==> src/rtl/pipe_ctrl.sv <==
// Pipeline control for MiniMIPS32: merges stall requests and sequences exception/ERET flushes.
// Optional PIPE_CTRL_PERF_EN adds stall_cycles/flush_count counters.
`ifndef EXC_CODE_WIDTH
`define EXC_CODE_WIDTH 5
`endif
`ifndef EC_None
`define EC_None 5'h10
`endif

module pipe_ctrl #(
  parameter logic [31:0] EXC_VECTOR = 32'hBFC0_0380
) (
  input  logic                       clk,
  input  logic                       rst,
  input  logic                       stallreq_if,
  input  logic                       stallreq_id,
  input  logic                       stallreq_ex,
  input  logic                       stallreq_mem,
  input  logic                       exc_valid,
  input  logic [`EXC_CODE_WIDTH-1:0] exc_code_i,
  input  logic                       exc_is_eret,
  input  logic [31:0]                cp0_epc,
  output logic [5:0]                 stall,
  output logic                       flush,
  output logic [31:0]                new_pc,
  output logic [`EXC_CODE_WIDTH-1:0] exc_code_o,
  output logic                       ctrl_busy
`ifdef PIPE_CTRL_PERF_EN
  ,
  output logic [31:0]                stall_cycles,
  output logic [31:0]                flush_count
`endif
);

  typedef enum logic [1:0] {RUN, HOLD, DRAIN} state_t;

  state_t                     state, state_nxt;
  logic [`EXC_CODE_WIDTH-1:0] pend_code;
  logic                       pend_eret;
  logic [31:0]                pend_epc;
  logic                       latch;

  logic [5:0]                 stall_c;
  logic                       flush_c;
  logic [31:0]                new_pc_c;
  logic [`EXC_CODE_WIDTH-1:0] code_c;

  always_ff @(posedge clk or negedge rst) begin
    if (!rst) begin
      state     <= RUN;
      pend_code <= '0;
      pend_eret <= 1'b0;
      pend_epc  <= '0;
    end else begin
      state <= state_nxt;
      if (latch) begin
        pend_code <= exc_code_i;
        pend_eret <= exc_is_eret;
        pend_epc  <= cp0_epc;
      end
    end
  end

  always_comb begin
    state_nxt = state;
    stall_c   = 6'b000000;
    flush_c   = 1'b0;
    new_pc_c  = 32'h0;
    code_c    = `EC_None;
    latch     = 1'b0;
    case (state)
      RUN: begin
        if (exc_valid) begin
          if (stallreq_mem) begin
            // Data bus mid-transfer: freeze up to MEM and retire the event later.
            stall_c   = 6'b011111;
            latch     = 1'b1;
            state_nxt = HOLD;
          end else begin
            flush_c   = 1'b1;
            new_pc_c  = exc_is_eret ? cp0_epc : EXC_VECTOR;
            code_c    = exc_code_i;
            state_nxt = stallreq_if ? DRAIN : RUN;
          end
        end else if (stallreq_mem) begin
          stall_c = 6'b011111;
        end else if (stallreq_ex) begin
          stall_c = 6'b001111;
        end else if (stallreq_id) begin
          stall_c = 6'b000111;
        end else if (stallreq_if) begin
          stall_c = 6'b000011;
        end
      end
      HOLD: begin
        if (stallreq_mem) begin
          stall_c = 6'b011111;
        end else begin
          flush_c   = 1'b1;
          new_pc_c  = pend_eret ? pend_epc : EXC_VECTOR;
          code_c    = pend_code;
          state_nxt = stallreq_if ? DRAIN : RUN;
        end
      end
      DRAIN: begin
        // Stale fetch still in flight; hold PC/IF_ID until it completes.
        if (stallreq_if) begin
          stall_c = 6'b000011;
        end else begin
          state_nxt = RUN;
        end
      end
      default: state_nxt = RUN;
    endcase
  end

  // Outputs read as idle for the whole time reset is asserted.
  assign stall      = rst ? stall_c  : 6'b000000;
  assign flush      = rst ? flush_c  : 1'b0;
  assign new_pc     = rst ? new_pc_c : 32'h0;
  assign exc_code_o = rst ? code_c   : `EC_None;
  assign ctrl_busy  = rst && (state != RUN);

`ifdef PIPE_CTRL_PERF_EN
  always_ff @(posedge clk or negedge rst) begin
    if (!rst) begin
      stall_cycles <= '0;
      flush_count  <= '0;
    end else begin
      if (stall[0]) stall_cycles <= stall_cycles + 32'd1;
      if (flush)    flush_count  <= flush_count + 32'd1;
    end
  end
`endif

endmodule

==> config.mk <==
export PLATFORM = sky130hd
export DESIGN_NAME = pipe_ctrl
export DESIGN_NICKNAME = d
export VERILOG_FILES = /design/src/rtl/pipe_ctrl.sv
export SDC_FILE = /design/constraint.sdc
export NUM_CORES = 1
export LEC_CHECK = 0
export CAP_MARGIN = 0
export CORE_UTILIZATION = 65
export CTS_BUF_LIST = sky130_fd_sc_hd__clkbuf_2 sky130_fd_sc_hd__clkbuf_4 sky130_fd_sc_hd__clkbuf_8
export CTS_CLUSTER_SIZE = 40
export DETAILED_ROUTE_END_ITERATION = 8
export DONT_BUFFER_PORTS = 1
export GPL_ROUTABILITY_DRIVEN = 0
export PLACE_DENSITY_LB_ADDON = 0.08
export RECOVER_POWER = 50
export SETUP_SLACK_MARGIN = 0.4
export SLEW_MARGIN = 20
export SYNTH_ARGS = -nofsm -noshare
export SYNTH_HDL_FRONTEND = slang
export SYNTH_SLANG_ARGS = --single-unit
==> constraint.sdc <==
create_clock -name clk -period 1.9 [get_ports clk]
set_input_delay 0 -clock clk [delete_from_list [all_inputs] [get_ports clk]]
set_output_delay 0 -clock clk [all_outputs]
set_load 0.01 [all_outputs]
==> metrics, run 1 <==
Root Buffer clkbuf_4; syn_area_per_cell roughly 11 sq um; Mapped Area ~2100 sq um; Ports 90; Seq/Total Area, Yosys about 47%; Placed Cells 218; tool error [ERROR DPL-0038] Utilization greater than 100%, impossible to legalize; port bufs 0; largest net degree at the start of global routing 41; Seq cells post-synth 40; post-synth net total 230; Gate Count Post-Synth approximately 190; Starting Density between 60% and 70%; Yosys warnings 0; Die X-Extent ~59 um; die height 59.1 um; Yosys cell types 28; outcome aborted with a tool error; Max H-tree Level 2; last worst endpoint in the global-route repair_timing new_pc[12]; Stopped at 5_1_grt; Inserted Clock Buffers 5; WEP type output port; dpl hpwl roughly 3100 um; clk buf depth 2; FP Rows 20; CTS Sinks 40
[cells by family after synthesis]
family / after synthesis / synth area share, %
AOI/OAI and AO/OA: 44 / 15.9
muxes: 38 / 20.2
other: 1 / 0.177
and+or+nand+nor: 43 / 11.3
buffers and inverters: 19 / 5.25
DFF: 40 / 47.2
[synthesized netlist by cell type (all sizes together)]
master	count	area, sq um
a21oi	3	15.0
a22o	24	210
a2bb2oi	1	8.76
and2	1	6.26
and4bb	1	12.5
buf	11	81.3
clkbuf	5	18.8
conb	1	3.75
dfrtp	40	1000
inv	3	11.3
mux2	38	428
nand2b	1	6.26
nor2	17	66.3
nor2b	13	81.3
nor3	6	30.0
nor4	1	6.26
o21a	1	7.51
o21ai	1	5.00
o22a	1	8.76
o22ai	12	75.1
o31ai	1	7.51
or3	1	11.3
or3b	2	20.0
[stage by stage]
step                setup slack, ns  cell area [sq um]
floorplan                     0.209               2300
global placement              0.235               2300
detailed placement            0.182               2300
CTS                         -0.0600               2920
[repair_timing]
item,in CTS
hold buffers,43
pin swaps,12
resized for setup,14
gates cloned,1
setup endpoints to repair,78
buffers inserted,4
hold endpoints to repair,80
==> run 2, diff against run 1 <==
==> config.mk (replaced) <==
export PLATFORM = sky130hd
export DESIGN_NAME = pipe_ctrl
export DESIGN_NICKNAME = d
export VERILOG_FILES = /design/src/rtl/pipe_ctrl.sv
export SDC_FILE = /design/constraint.sdc
export NUM_CORES = 1
export LEC_CHECK = 0
export CAP_MARGIN = 0
export CORE_UTILIZATION = 40
export DETAILED_ROUTE_END_ITERATION = 8
export DONT_BUFFER_PORTS = 1
export GPL_ROUTABILITY_DRIVEN = 0
export PLACE_DENSITY_LB_ADDON = 0.15
export RECOVER_POWER = 50
export SLEW_MARGIN = 20
export SYNTH_ARGS = -nofsm -noshare
export SYNTH_HDL_FRONTEND = slang
export SYNTH_SLANG_ARGS = --single-unit
==> metrics, run 2 <==
Setup violations, final 0; leakage approximately 1.2 nW; layout cells sized above 1 a little under a third; Worst Skew ~0.0041 ns; Worst Path Required around 1.9 ns; commonest non-fill, non-tap cell in the layout dlygate4sd3_1; Ports 90; vias per cell 5.70; Placed Cells between 200 and 250; Final min period approximately 1.9 ns; Max H-tree Level 2; CTS Sinks 40; CTS tree yes; global route overflow 0; total power 2.46 mW; Worst Setup End Kind primary output; Root Buffer clkbuf_8; Yosys warnings 0; Sw Share roughly 27%; global-route wire length before repair approximately 8000 um; gr usage total just under 20%; PD cells 846 nW/um^2; DR pass1 iterations 4; most frequent cells in the layout 43 x dlygate4sd3_1, 39 x dfrtp_1, 37 x mux2_2; Mapped Area 2120 sq um; worst slew pin tran 0.986 ns; final non-filler cell area about 2900 sq um; post-place setup slack approximately 0.14 ns; post-synth net total 230; Worst-path clk slew ~0.080 ns; largest net degree at the start of global routing 41; # fillers between 400 and 500; dpl hpwl 3250 um; port bufs 0; number of global-route vias before repair 1705; Gate Count Post-Synth ~190; Switch Pwr between 0.6 and 0.7 mW; period utilisation layout between 90% and 100%; Hold Slack 0.0597 ns; Yosys top cell area share about 47%; Largest Register pend_epc; die area between 5000 and 6000 sq um; Hold Fails Final Rpt 0; vias 1721; synthesis-to-layout area growth 36.8%; sequential share of power just under 50%; CP max FO 9; Seq/Total Area, Yosys a little under half; Yosys cell types 28; Seq cells post-synth 40; most frequent cell after synthesis dfrtp_1; Final WS setup 0.0442 ns; Starting Density between 40% and 50%; Slew Limit Headroom between 30% and 40%; Logic pwr share between 20% and 30%; hold-critical path depth 1; Max Cap Viol 0; number of antenna violations at the first check in global routing 0; design internal power roughly 1.8 mW; Post-synth EDFFs 0; clock power share between 20% and 30%; die height between 70 and 80 um; Final Instance Count excl. Fillers slightly above 300; synth cell count leaders 40 x dfrtp_1, 37 x mux2_2, 24 x a22o_1; Die X-Extent approximately 75 um; Placement Cell Area about 2200 sq um; core area about 5100 sq um; Max VDD drop 410 uV; min-delay worst type input pin to primary output; final core utilization 56.8%; Inserted Clock Buffers 5; FP Rows 26; Worst EP arrival about 1.9 ns; Synth area leaders dfrtp_1 47%, mux2_2 20%, a22o_1 9.9%; ANT nets after route 0; prevailing post-synth register cell dfrtp_1; Final #Nets about 280; asr flop ratio synth between 90% and 100%; syn_area_per_cell roughly 11 sq um; clk buf depth 2; Reg2Reg Depth 5; outcome finished clean; kind of critical path register to primary output; antenna fix cells 0; Clock Latency Late Sink a little under 0.3 ns; top flop regs pend_epc: 32 flops, pend_code: 5 flops, state: 2 flops; post-route DRC violation count 0; highest clock rate ~0.54 GHz; Synth area leader dfrtp_1; routed len/inst 18.2 um; setup TNS 0 ns; fin. max-slew vios 0; WL final about 5500 um; Worst Setup Start Kind register; DR iter-0 viols 49; max reg flops 32
==> run 2: per-layer routing <==
layer  up-vias  wire length [um]  global-route usage (%)
li1        775                 -                       -
met1       867              2050                    21.8
met2        69              3050                    37.4
met3        10               307                    4.42
met4         0                88                    6.29
met5         -                 0                       0
==> run 2: what timing repair did <==
item	4_1_cts	5_1_grt
buffers inserted	3	3
cloned	1	0
endpoints found under the hold margin	80	0
pin swaps	4	2
setup endpoints to repair	33	27
resized for setup	22	2
hold buffers	44	0
==> run 2: path summary, 6_finish.rpt <==
kind | slack, ns | to | from
max in group asynchronous | 0.76 | state[1] | rst
worst min register to register | 0.51 | pend_epc[20] | pend_epc[20]
worst max-delay path | 0.04 | new_pc[9] | state[1]
worst min-delay path | 0.06 | flush | stallreq_mem
worst max register to register | 0.08 | pend_epc[11] | state[0]
min in group asynchronous | 0.46 | pend_eret | rst
==> run 2: cells by family after synthesis <==
group | synth area share [%]
simple gates | 11.3
other cells | 0.177
buf+inv | 5.25
flops | 47.2
compound gates | 15.9
mux | 20.2
==> run 2: cell type report <==
class                      instances  area [sq um]  area share, %
clock buffer                       5          68.8           2.37
clock inverter                     3          42.5           1.47
inverter                           3          11.3          0.388
multi-input combinational        127          1160           40.0
sequential                        40          1000           34.5
tap                               70          87.6           3.02
timing repair buffer              54           528           18.2
==> run 2: critical path, stage by stage, from the launching register on <==
cell and delay (ns):
dfrtp_2 0.41, buf_4 0.16, nand2b_1 0.20, or3b_4 0.47
buf_4 0.16, o22ai_2 0.17
==> run 2: power groups by stage <==
stage	clock, mW	combinational, mW	sequential [mW]
5_1_grt	0.737	0.642	1.21
6_report	0.680	0.591	1.19
2_1_floorplan	0	0.393	1.14
3_5_place_dp	0	0.425	1.20
3_3_place_gp	0	0.404	1.18
4_1_cts	0.707	0.599	1.18
No activity file was read; power rests on OpenSTA's default activity.
==> run 3, diff against run 2 <==
--- a/config.mk
+++ b/config.mk
@@ -6,6 +6,7 @@
 export NUM_CORES = 1
 export LEC_CHECK = 0
 export CAP_MARGIN = 0
+export CORE_ASPECT_RATIO = 0.7
 export CORE_UTILIZATION = 40
 export DETAILED_ROUTE_END_ITERATION = 8
 export DONT_BUFFER_PORTS = 1
==> constraint.sdc (replaced) <==
create_clock -name clk -period 2.25 [get_ports clk]
set_input_delay 0 -clock clk [delete_from_list [all_inputs] [get_ports clk]]
set_output_delay 0 -clock clk [all_outputs]
set_load 0.01 [all_outputs]
==> metrics, run 3 (synthesis gave the netlist of run 2 again) <==
Worst Setup End Kind register; RR Startpoint state[1]; ANT nets after route 0; global-route wire length before repair 8180 um; fin. max-slew vios 0; Slew Limit Headroom about a third; busiest grt layer met2; GR Util met2 a little over a third; Worst EP arrival roughly 2.2 ns; hold_sp stallreq_mem; Final Instance Count excl. Fillers approximately 290; Max H-tree Level 2; clk buf depth 2; port bufs 0; number of antenna violations at the first check in global routing 0; Setup violations, final 0; die height between 60 and 70 um; Worst Skew ~0.0046 ns; commonest non-fill, non-tap cell in the layout dlygate4sd3_1; antenna fix cells 0; sequential share of power roughly half; crit-path cells or3b_4 -> nor2_4 -> clkbuf_4 -> mux2_2; worst slew pin tran just under 1 ns; CTS Sinks 40; hold-critical path depth 1; Worst Setup SP state[1]; DR iter-0 viols between 40 and 50; FF-to-FF End pend_epc[12]; number of global-route vias before repair roughly 1800; Clock Latency Late Sink approximately 0.28 ns; Worst Setup Start Kind register; Ports 90; dpl hpwl 3180 um; max reg flops 32; Final min period about 2.1 ns; kind of critical path register to register; worst reg2reg setup slack 0.19 ns; Hold Fails Final Rpt 0; highest clock rate a little under 0.5 GHz; Reg2Reg Depth 4; vias between 1500 and 2000; Switch Pwr about 0.52 mW; Inserted Clock Buffers 5; synthesis-to-layout area growth 26.5%; met3 Usage GRT ~5.8%; final core utilization a little over half; WL final ~5200 um; Sw Share around a quarter; CP peak stage delay roughly 0.49 ns; period utilisation layout 91.4%; outcome finished clean; routed len/inst roughly 18 um; Starting Density 43.0%; Critical Path Slowest Stage Cell dfrtp_1; core area ~5000 sq um; Worst Hold Path EP flush; Worst Path Required around 2.4 ns; Hold Slack 0.0576 ns; post-route DRC violation count 0; RSZ-0062 raised after global routing false; vias per cell between 5 and 6; global route overflow 0; Seq. cell area roughly 1000 sq um; Max Cap Viol 0; PD cells about 740 nW/um^2; top flop regs pend_epc: 32 flops, pend_code: 5 flops, state: 2 flops; layout cells sized above 1 between 20% and 30%; Largest Register pend_epc; DR pass1 iterations 6; setup TNS 0 ns; die area ~5600 sq um; Root Buffer clkbuf_8; Die X-Extent a little under 90 um; CTS tree yes; most frequent cells in the layout 43 x dlygate4sd3_1, 40 x dfrtp_1, 37 x mux2_2; design internal power roughly 1.5 mW; area of the multi-input gates 1020 sq um; clock power share 28.5%; total power ~2.0 mW; postcts setup bufs 0; gr usage total about a fifth; Worst-path clk slew roughly 0.08 ns; largest net degree at the start of global routing 41; Final #Nets ~270; Max VDD drop about 300 uV; # fillers 445; min-delay worst type input pin to primary output; leakage ~1.1 nW; FP Rows 21; Logic pwr share 21.4%; GR Util met1 a little over a fifth; Placed Cells about 240; CP max FO 38
run 3: changes by cell type in the layout (fill, tap and decap cells not counted), moves of 2 or more:
cell,before,now
o22ai_1,0,12
o22ai_4,7,0
o22ai_2,5,0
buf_6,2,0
run 3: critical path, delay by kind of cell (launching register included):
family	cells	cell delay (ns)
and+or+nand+nor	2	0.55
muxes	1	0.40
DFF	1	0.49
buffers and inverters	1	0.46
run 3: area by class of cell:
type | instances | area share, %
clock buffer | 6 | 2.70
clock inverter | 2 | 1.30
inverter | 3 | 0.419
multi-input combinational | 126 | 38.0
sequential | 40 | 37.3
tap | 69 | 3.22
timing repair buffer | 47 | 17.1
run 3: power groups by stage:
stage	logic (mW)	clock network [mW]	registers, mW
5_1_grt	0.469	0.616	1.02
3_3_place_gp	0.337	0	0.995
6_report	0.426	0.568	1.00
4_1_cts	0.439	0.590	0.997
3_5_place_dp	0.360	0	1.01
2_1_floorplan	0.332	0	0.965
run 3: through the flow:
step / setup slack (ns) / cell area (sq um)
finish: 0.193 / 2690
global route: 0.123 / 2690
CTS: 0.236 / 2710
detailed placement: 0.455 / 2150
global placement: 0.538 / 2150
floorplan: 0.497 / 2120
run 3: worst max-delay path by stage:
stage / endpoint / slack, ns
after floorplan: pend_epc[19] / 0.50
after global placement: pend_epc[16] / 0.54
after detailed placement: pend_epc[12] / 0.45
after CTS: new_pc[7] / 0.24
after global routing: pend_epc[8] / 0.12
final: pend_epc[12] / 0.19
run 3: routing by layer:
| layer | routed length (um) | vias up |
|---|---|---|
| met3 | 267 | 11 |
| met1 | 2060 | 792 |
| li1 | - | 749 |
| met5 | 0 | - |
| met2 | 2760 | 64 |
| met4 | 65 | 0 |
run 3: timing repair:
action,4_1_cts,5_1_grt
hold endpoints to repair,80,0
gates resized for setup,0,0
hold buffers,44,0
setup endpoints to repair,0,0
==> run 4, diff against run 3 <==
--- a/config.mk
+++ b/config.mk
@@ -5,14 +5,17 @@
 export SDC_FILE = /design/constraint.sdc
 export NUM_CORES = 1
 export LEC_CHECK = 0
+export ABC_AREA = 1
 export CAP_MARGIN = 0
 export CORE_ASPECT_RATIO = 0.7
 export CORE_UTILIZATION = 40
 export DETAILED_ROUTE_END_ITERATION = 8
 export DONT_BUFFER_PORTS = 1
 export GPL_ROUTABILITY_DRIVEN = 0
+export HOLD_SLACK_MARGIN = 0.06
 export PLACE_DENSITY_LB_ADDON = 0.15
 export RECOVER_POWER = 50
+export SETUP_SLACK_MARGIN = 0.3
 export SLEW_MARGIN = 20
 export SYNTH_ARGS = -nofsm -noshare
 export SYNTH_HDL_FRONTEND = slang
==> metrics, run 4 <==
GR Util met1 32.0%; kind of critical path register to register; antenna fix cells 0; post-synth net total ~500; Slew Limit Headroom 32.6%; Compound-Gate Fraction of Synth Area about 14%; Largest Register pend_epc; worst reg2reg setup slack 0.42 ns; PD cells between 700 and 800 nW/um^2; CTS tree yes; Worst Path Required roughly 2.4 ns; Root Buffer clkbuf_8; Yosys cell types 19; Hold Fails Final Rpt 0; most frequent cell after synthesis nand2_1; Yosys warnings 0; vias approximately 2800; Worst Setup End Kind register; Worst-path clk slew 0.07 ns; RR Startpoint state[0]; final core utilization 48.1%; Placed Cells approximately 520; Final min period around 1.8 ns; Inserted Clock Buffers 5; post-route DRC violation count 0; crit-path cells nor2_1 -> nand3_2 -> clkbuf_4 -> nand2_1 -> o21ai_1; die area between 7000 and 8000 sq um; Max H-tree Level 2; simple-gate area share of the yosys netlist about a third; min-delay worst type input pin to primary output; Setup violations, final 0; Buf+Inv Stages, Crit Path 1; number of antenna violations at the first check in global routing 0; Final WS setup between 0.4 and 0.5 ns; most frequent cells in the layout 153 x nand2_1, 57 x inv_1, 48 x nor2_1; global-route wire length before repair between 10000 and 15000 um; Worst Setup SP state[0]; leakage 1.54 nW; highest clock rate approximately 0.55 GHz; Die X-Extent about 100 um; Clock Latency Late Sink roughly 0.28 ns; port bufs 0; GR Util met2 33.7%; core area just under 7000 sq um; Seq cells post-synth 40; asr flop ratio synth 100%; main combinational cell family by area after synthesis simple AND/OR/NAND/NOR gates; hold_sp rst; commonest non-fill, non-tap cell in the layout nand2_1; Worst EP arrival 1.98 ns; top flop regs pend_epc: 32 flops, pend_code: 5 flops, state: 2 flops; outcome finished clean; Final Instance Count excl. Fillers roughly 570; Placement Cell Area about 2800 sq um; Max Cap Viol 0; Synth area leaders dfrtp_1 36%, nand2_1 20%, inv_1 7.6%; Mapped Area between 2000 and 3000 sq um; DR pass1 iterations 4; syn_area_per_cell roughly 6.1 sq um; Hold Slack approximately 0.08 ns; # fillers between 700 and 800; Synth Area in Adders 0%; Starting Density 41.5%; worst slew pin tran roughly 1 ns; vias per cell a little under 5; CP max FO 54; RSZ-0062 raised after global routing false; busiest grt layer met2; synth cell count leaders 153 x nand2_1, 57 x inv_1, 47 x nor2_1; max reg flops 32; WL final 7800 um; clk buf depth 2; routed len/inst ~14 um; CTS Sinks 40; Synth area leader dfrtp_1; Worst Skew between 0.004 and 0.005 ns; Worst Setup Start Kind register; largest net degree at the start of global routing 55; Yosys top cell area share 35.7%; synthesis-to-layout area growth 16.0%; layout cells sized above 1 between 3 and 4%; FP Rows 25; period utilisation layout between 80% and 90%; ANT nets after route 0; gr usage total a little over a fifth; Synth Area in XOR/XNOR 0%; DR iter-0 viols 142; Max VDD drop 298 uV; total power approximately 2.6 mW; global route overflow 0; dpl hpwl about 4700 um; number of global-route vias before repair roughly 2600; Seq/Total Area, Yosys between 30% and 40%; met3 Usage GRT under 10%; postcts setup bufs 0; Post-synth EDFFs 0; Critical Path Slowest Stage Cell clkbuf_4; Final #Nets 520; prevailing post-synth register cell dfrtp_1; final non-filler cell area 3250 sq um; multiplexer share of the synthesized area 0%; Top delay family on crit path simple AND/OR/NAND/NOR gates; Gate Count Post-Synth 456; fin. max-slew vios 0; setup TNS 0 ns; CP peak stage delay approximately 0.52 ns; post-place setup slack between 0.6 and 0.7 ns; Ports 90; die height 72.1 um
[run 4: logic make-up (layout without fill, tap and decap cells)]
kind of cell	after synthesis	count (layout)
buffers and inverters	95	114
DFF	40	40
and+or+nand+nor	240	240
other	1	1
AOI/OAI and AO/OA	80	80
[run 4: layer usage]
layer  part of all wire (%)  wire length, um
met5                      0                0
met4                   0.46               36
met3                    5.6              433
met2                     43             3370
met1                     51             3960
[run 4: where the power goes]
group,switching (mW),internal [mW]
Clock,0.228,0.211
Combinational,0.606,0.335
Sequential,0.175,1.01
Total,1.01,1.55
[run 4: timing repair]
action                     in CTS  in global routing
hold endpoints to repair       80                  0
hold buffers                   43                  0
setup endpoints to repair       0                 20
resized for setup               0                  1
[run 4: final timing paths]
kind | cells after the start | to
setup / recovery | 5 | pend_epc[11]
hold / removal | 1 | exc_code_o[4]
setup reg to reg | 5 | pend_epc[11]
hold reg to reg | 2 | pend_epc[25]
max in group asynchronous | 2 | pend_epc[25]
min in group asynchronous | 2 | pend_epc[1]
[run 4: final cells by class]
type / instances / area [sq um] / share of cell area (%)
inverter: 59 / 225 / 6.93
multi-input combinational: 321 / 1370 / 42.1
timing repair buffer: 48 / 463 / 14.2
clock inverter: 1 / 5.00 / 0.154
tap: 94 / 118 / 3.62
clock buffer: 6 / 72.6 / 2.23
sequential: 40 / 1000 / 30.8
